**config.mk**
```make
export PLATFORM = sky130hd
export DESIGN_NAME = prince_axis_master
export DESIGN_NICKNAME = d
export VERILOG_FILES = /design/src/rtl/prince_pkg.sv /design/src/rtl/prince_axis_master.sv
export SDC_FILE = /design/constraint.sdc
export NUM_CORES = 1
export LEC_CHECK = 0
export BUFFER_PORTS_ARGS = -buffer_cell sky130_fd_sc_hd__clkbuf_2
export CORE_ASPECT_RATIO = 1.5
export CORE_MARGIN = 4
export CORE_UTILIZATION = 41
export DETAILED_ROUTE_END_ITERATION = 10
export GPL_TIMING_DRIVEN = 0
export PLACE_DENSITY = 0.74
export SKIP_LAST_GASP = 1
export SLEW_MARGIN = 30
export SYNTH_ARGS = -nofsm -noshare
export SYNTH_HDL_FRONTEND = slang
export SYNTH_SLANG_ARGS = --single-unit
```
**constraint.sdc**
```tcl
create_clock -name ACLK -period 2.08 [get_ports ACLK]
set_input_delay 0.104 -clock ACLK [delete_from_list [all_inputs] [get_ports ACLK]]
set_output_delay 0.104 -clock ACLK [all_outputs]
set_load 0.005 [all_outputs]
```
**src/rtl/prince_pkg.sv**
```systemverilog
// Shared PRINCE definitions: cipher constants plus the AXI-Stream master's
// state encoding, beat counts and status bit positions.
package prince_pkg;

  localparam logic [63:0] PRINCE_ALPHA = 64'hC0AC29B7C97C50DD;

  localparam logic [63:0] PRINCE_RC [12] = '{
    64'h0000000000000000, 64'h13198A2E03707344, 64'hA4093822299F31D0,
    64'h082EFA98EC4E6C89, 64'h452821E638D01377, 64'hBE5466CF34E90C6C,
    64'h7EF84F78FD955CB1, 64'h85840851F1AC43AA, 64'hC882D32F25323C54,
    64'h64A51195E0E3610D, 64'hD3B5A399CA0C2399, 64'hC0AC29B7C97C50DD
  };

  typedef enum logic [1:0] {IDLE, SEND, RECV, DONE} state_t;

  localparam int unsigned OUT_BEATS    = 6;
  localparam int unsigned IN_BEATS     = 2;
  localparam int unsigned ST_TLAST_ERR = 0;
  localparam int unsigned ST_TIMEOUT   = 1;

endpackage

```
**src/rtl/prince_axis_master.sv**
```systemverilog
// Sends plaintext+key to a PRINCE core as six 32-bit AXIS beats and collects
// the two-beat ciphertext response, with optional response timeout.
module prince_axis_master
  import prince_pkg::*;
#(
  parameter int unsigned TIMEOUT_CYCLES = 1024
) (
  input  logic         ACLK,
  input  logic         ARESET,
  input  logic         start,
  input  logic [63:0]  plaintext,
  input  logic [127:0] key,
  output logic         busy,
  output logic         done,
  output logic [63:0]  ciphertext,
  output logic [1:0]   status,
  output logic [31:0]  M_AXIS_TDATA,
  output logic         M_AXIS_TVALID,
  output logic         M_AXIS_TLAST,
  input  logic         M_AXIS_TREADY,
  input  logic [31:0]  S_AXIS_TDATA,
  input  logic         S_AXIS_TVALID,
  input  logic         S_AXIS_TLAST,
  output logic         S_AXIS_TREADY
);

  localparam int unsigned TW = (TIMEOUT_CYCLES > 0) ? $clog2(TIMEOUT_CYCLES + 1) : 1;

  state_t         state;
  logic [2:0]     beat;
  logic [TW-1:0]  tcnt;
  logic [TW-1:0]  tcnt_inc;
  logic [159:0]   pend;
  logic [31:0]    ct_hi;
  logic           tlast_err;
  logic           m_fire;
  logic           s_fire;
  logic           timed_out;

  assign m_fire    = M_AXIS_TVALID & M_AXIS_TREADY;
  assign s_fire    = S_AXIS_TVALID & S_AXIS_TREADY;
  assign tcnt_inc  = tcnt + TW'(1);
  assign timed_out = (TIMEOUT_CYCLES != 0) && (tcnt_inc == TW'(TIMEOUT_CYCLES));

  always_ff @(posedge ACLK) begin
    if (ARESET) begin
      state         <= IDLE;
      beat          <= '0;
      tcnt          <= '0;
      pend          <= '0;
      ct_hi         <= '0;
      tlast_err     <= 1'b0;
      busy          <= 1'b0;
      done          <= 1'b0;
      ciphertext    <= '0;
      status        <= '0;
      M_AXIS_TDATA  <= '0;
      M_AXIS_TVALID <= 1'b0;
      M_AXIS_TLAST  <= 1'b0;
      S_AXIS_TREADY <= 1'b0;
    end else begin
      done <= 1'b0;
      unique case (state)
        IDLE: begin
          if (start) begin
            state         <= SEND;
            beat          <= '0;
            busy          <= 1'b1;
            M_AXIS_TVALID <= 1'b1;
            M_AXIS_TLAST  <= 1'b0;
            M_AXIS_TDATA  <= plaintext[63:32];
            pend          <= {plaintext[31:0], key};
          end
        end
        SEND: begin
          if (m_fire) begin
            if (beat == 3'(OUT_BEATS - 1)) begin
              state         <= RECV;
              beat          <= '0;
              tcnt          <= '0;
              tlast_err     <= 1'b0;
              M_AXIS_TVALID <= 1'b0;
              M_AXIS_TLAST  <= 1'b0;
              M_AXIS_TDATA  <= '0;
              S_AXIS_TREADY <= 1'b1;
            end else begin
              // pend is consumed MSB-first so the next word is always on top
              beat         <= beat + 3'd1;
              M_AXIS_TDATA <= pend[159:128];
              pend         <= {pend[127:0], 32'h0};
              M_AXIS_TLAST <= (beat == 3'(OUT_BEATS - 2));
            end
          end
        end
        RECV: begin
          if (s_fire) begin
            tcnt <= '0;
            if (beat == 3'(IN_BEATS - 1)) begin
              state                  <= DONE;
              beat                   <= '0;
              busy                   <= 1'b0;
              done                   <= 1'b1;
              S_AXIS_TREADY          <= 1'b0;
              ciphertext             <= {ct_hi, S_AXIS_TDATA};
              status[ST_TLAST_ERR]   <= tlast_err | ~S_AXIS_TLAST;
              status[ST_TIMEOUT]     <= 1'b0;
            end else begin
              beat      <= beat + 3'd1;
              ct_hi     <= S_AXIS_TDATA;
              tlast_err <= S_AXIS_TLAST;
            end
          end else if (timed_out) begin
            // Only beats actually received overwrite the held ciphertext
            state                <= DONE;
            beat                 <= '0;
            tcnt                 <= '0;
            busy                 <= 1'b0;
            done                 <= 1'b1;
            S_AXIS_TREADY        <= 1'b0;
            if (beat != '0) ciphertext[63:32] <= ct_hi;
            status[ST_TLAST_ERR] <= tlast_err;
            status[ST_TIMEOUT]   <= 1'b1;
          end else if (TIMEOUT_CYCLES != 0) begin
            tcnt <= tcnt_inc;
          end
        end
        DONE: begin
          state <= IDLE;
        end
      endcase
    end
  end

endmodule

```
# After elaboration in Yosys (flattened, before gate mapping)
# Index checks and enable logic that the tools add are counted.
# word_totals
ff_bits	312
in_bits	230
# op_classes
add_sub_neg	2
n_eq_ne	16
muxes	55
bitwise	6
n_reduce_logical	22
# ops
op	n
160-bit two-way mux	3
160-bit one-hot mux with 2 select lines	1
32-bit two-way mux	6
64-bit two-way mux	1
32-bit one-hot mux with 2 select lines	1
11-bit two-way mux	4
11-bit one-hot mux with 2 select lines	1
4-bit AND reduction	5
2-bit two-way mux	9
3-bit two-way mux	6
1-bit two-way mux	16
3-bit AND reduction	5
5-bit AND reduction	3
2-bit != test (second input constant)	6
11-bit by 1-bit adder with 11-bit output (second input constant)	1
11-bit equality test (second input constant)	1
1-bit one-hot mux with 2 select lines	5
2-bit nonzero test	5
3-bit one-hot mux with 3 select lines	1
2-bit one-hot mux with 4 select lines	1
3-bit equality test (second input constant)	2
3-bit != test (second input constant)	2
3-bit nonzero test	2
2-bit equality test (second input constant)	2
other kinds (9)	12

# Depth between registers and ports, before layout
# logic_depth
depth_word	5
depth_mapped	12
mapped_depth_nobuf	8

# Worst setup path before layout
# OpenSTA, ideal clock, no wires.
# synth_path
path_kind	register to register
start	reg tcnt[0]
end	reg ciphertext[33]
setup_time_ns	0.128
t_arrival_ns	2.151
t_required_ns	1.952
slack_ns	-0.198
stages_incl_launch_ff	8
cell_sequence	dfxtp_1 nand3_1 nor3_2 mux2_2 o41ai_4 buf_6 mux2i_1 nor2_1
# synth_via
elab_chain_len	4
# synth_lines
item	line_no	text
start: declaration	prince_axis_master.sv:31	logic [TW-1:0] tcnt;
start signal: assignment	prince_axis_master.sv:124	tcnt <= tcnt_inc;
11-bit by 1-bit adder with 11-bit output	prince_axis_master.sv:42	assign tcnt_inc = tcnt + TW'(1);
11-bit equality test	prince_axis_master.sv:43	assign timed_out = (TIMEOUT_CYCLES != 0) && (tcnt_inc == TW'(TIMEOUT_CYCLES));
2-bit nonzero test (no line)	--	
4-bit AND reduction (no line)	--	
end signal: assignment	prince_axis_master.sv:104	ciphertext <= {ct_hi, S_AXIS_TDATA};
end signal: assignment	prince_axis_master.sv:120	if (beat != '0) ciphertext[63:32] <= ct_hi;
end: declaration	prince_axis_master.sv:15	output logic [63:0] ciphertext,
# No other way between the ends.
# A chain may end at the register's enable or synchronous reset.

# Final worst setup path
# layout_path
start	reg tcnt[8]
end	reg ciphertext[56]
# The elaborated chain is that of the path after synthesis.

==> reports/results.txt <==
status - complete, but fails checks
violated checks - negative hold slack, negative setup slack
IR drop worst, VDD - 0.000951 V
final cell count without fillers - 2,446
CTS Buf Count - 31
worst clock skew - 0.0289 ns
first-pass GRT wire length - 72,200 um
CP endpoint kind - flop
mapped cell area - 12,700 um^2
final number of hold-violating endpoints - 1
cell count after synthesis - 1,400
sequential fraction of the synthesis area - 49.3%
Via Count - 13,141
synthesis-stage register bit count - 312
synth top area cells - dfxtp_1, mux2i_1, a211oi_1
mean area per synthesized cell - 9.05 um^2
pin count of the biggest net entering global routing - 16
detailed router's first-iteration violation count - 658
Clk network pwr share - 22.7%
Synth Net Count - 1,638
CTS root buf - clkbuf_16
WL/cell - 19.8 um
highest clock rate - 440 MHz
Critical Path RT - 2.53 ns
TritonCTS clock tree - yes
# IOs - 333
Die Width - 152 um
worst-margin pin slew - 0.871 ns
Max Cap Viol - 0
final net count - 2,253
Rows - 78
remaining antenna violation count - 0
area leader, netlist - dfxtp_1
vias per inst - 5.37
final wirelength - 48,500 um
switching portion of total power - 38.2%
grt ovf - 0
Final setup viols - 40
leakage power figure - 7.82 nW
number of port buffers - 331
Min Hold Slack - -0.00781 ns
Rel. slew slack - 41.9%
Slew Limit Fails - 0
clk_lat worst skew - 0.58 ns
Psw - 9.97 mW
Synthesis Warnings - 0
number of fill cells - 2,324
CTS max path bufs - 3
EDFF count, synth - 0
Die H - 223 um
ys flop type - dfxtp_1
worst setup path class - reg2reg
Sink Count - 312
die area - 33,800 um^2
combinational share of power - 42.9%
post-synth cell types - 50
setup TNS - -4.86 ns
Flop pwr share - 34.3%
initial antenna violation count - 7
worst setup margin - -0.191 ns
Clock transition at path regs - 0.06 ns
most common cell after layout, fill and taps aside - clkbuf_2
fin crit period - 2.27 ns
final period utilization - 109%
commonest non-fill, non-tap cells in the layout - clkbuf_2, dfxtp_1, nor2_1
worst-path maximum fanout - 5
Int Pwr - 16.2 mW
area grow syn2layout - 51.7%
Core ar. - 30,400 um^2
startpoint type of the worst setup path - flop
post-DP HPWL - 32,100 um
DRC Markers - 0
WP data arrival - 2.72 ns
DRT Pass-1 Iters - 5
share of layout cells above drive strength 1 - 28.5%
Tot GR Track Use - 26.9%
number of global-route vias before repair - 13,537
Initial Utilization - 41.7%
share of synthesized registers carrying an async set or reset - 0%
# H-tree levels - 1
Placed Cells - 2,131
Hold Path Class - in2reg
Synth top area share - 49.3%
RSZ-0062 raised after global routing - yes
RePlAce Congestion - 0.870
Total Power - 26.1 mW
power per cell area - 1360 nW/um^2
state kept, by name, indices dropped and copies added (netlist names):
| register | cells |
|---|---|
| pend | 160 |
| ciphertext | 64 |
| M_AXIS_TDATA | 32 |
| ct_hi | 32 |
| tcnt | 11 |
| beat | 3 |
| state | 2 |
| status | 2 |
| M_AXIS_TLAST | 1 |
| M_AXIS_TVALID | 1 |
| S_AXIS_TREADY | 1 |
| busy | 1 |
| done | 1 |
| tlast_err | 1 |
layer usage:
layer  wire length (um)  GRT usage, %  up-vias
met2              26200          51.1      576
met4               2800          14.4        0
met1              16700          27.5     6183
met5                  0             0        -
li1                   -             -     6206
met3               2790          4.17      176
worst paths after layout:
path / start / to / slack, ns / depth (start not counted)
max: tcnt[8] / ciphertext[56] / -0.19 / 9
min reg2reg: M_AXIS_TLAST / M_AXIS_TLAST / 0.46 / 2
max reg2reg: tcnt[8] / ciphertext[56] / -0.19 / 9
min: key[97] / pend[97] / -0.008 / 3
synthesized netlist by cell type, types with 3 or more instances:
library cell / count
a221oi_1: 32
inv_1: 7
nand4_1: 6
buf_1: 7
nand3b_1: 3
o21a_1: 6
dfxtp_1: 312
clkbuf_1: 88
nor2b_1: 3
nor2_1: 244
nor4_1: 4
ha_1: 8
a22oi_1: 32
buf_2: 19
o21ai_0: 8
nand2_1: 154
a211oi_1: 130
nor3_1: 37
a31oi_1: 5
mux2i_1: 161
nand3_1: 13
buf_6: 4
and2_1: 5
or4_1: 3
a21oi_1: 78
metrics by stage:
stage	instance area, um^2	util [%]	setup slack, ns
4_1_cts	18500	61.1	-0.149
3_3_place_gp	14900	49.2	-0.624
2_1_floorplan	12800	-	-0.00625
6_report	19200	63.3	-0.191
3_5_place_dp	14900	49.2	-0.702
5_1_grt	19200	63.3	-0.294
kinds of logic (layout without fill, tap and decap cells):
group                      count (synthesis)  after routing  synth area share, %
DFF                                      312            312                 49.3
muxes                                    162            162                 12.8
adders and majority gates                  8              8                0.790
buffers and inverters                    126            765                 4.16
other                                      0              7                    0
AOI/OAI and AO/OA                        306            306                 16.9
and+or+nand+nor                          486            486                 16.0
layout make-up:
class / count / area [um^2] / share of cell area, %
Sequential cell: 312 / 6270 / 32.6
Buffer: 115 / 785 / 4.08
Clock buffer: 44 / 905 / 4.71
Inverter: 8 / 37.5 / 0.195
Timing Repair Buffer: 585 / 4200 / 21.9
Clock inverter: 13 / 175 / 0.912
Antenna cell: 7 / 17.5 / 0.0912
Multi-Input combinational cell: 962 / 6320 / 32.9
Tap cell: 400 / 500 / 2.60
power by group through the flow:
| stage | clock, mW | sequential [mW] | combinational (mW) |
|---|---|---|---|
| 2_1_floorplan | 0 | 8.72 | 6.34 |
| 3_3_place_gp | 0 | 8.92 | 8.69 |
| 3_5_place_dp | 0 | 9.00 | 8.85 |
| 4_1_cts | 5.98 | 8.86 | 9.65 |
| 5_1_grt | 6.20 | 9.13 | 12.2 |
| 6_report | 5.94 | 8.97 | 11.2 |
critical path, stage by stage, from the launching register on:
cell and delay (ns):
dfxtp_2 0.32, buf_6 0.10, nand4_1 0.18, nor3_4 0.30, mux2_4 0.35, o41ai_4 0.27
buf_6 0.20, clkbuf_16 0.16, mux2i_1 0.20, nor2_1 0.05
repair_timing:
action | CTS | global route
hold endpoints to repair | 257 | 0
cloned | 1 | 1
endpoints found under the setup margin | 240 | 291
hold buffers | 224 | 0
gates resized for setup | 68 | 151
buffers inserted | 13 | 16
pin swaps | 9 | 22
(Power assumes the default switching activity.)
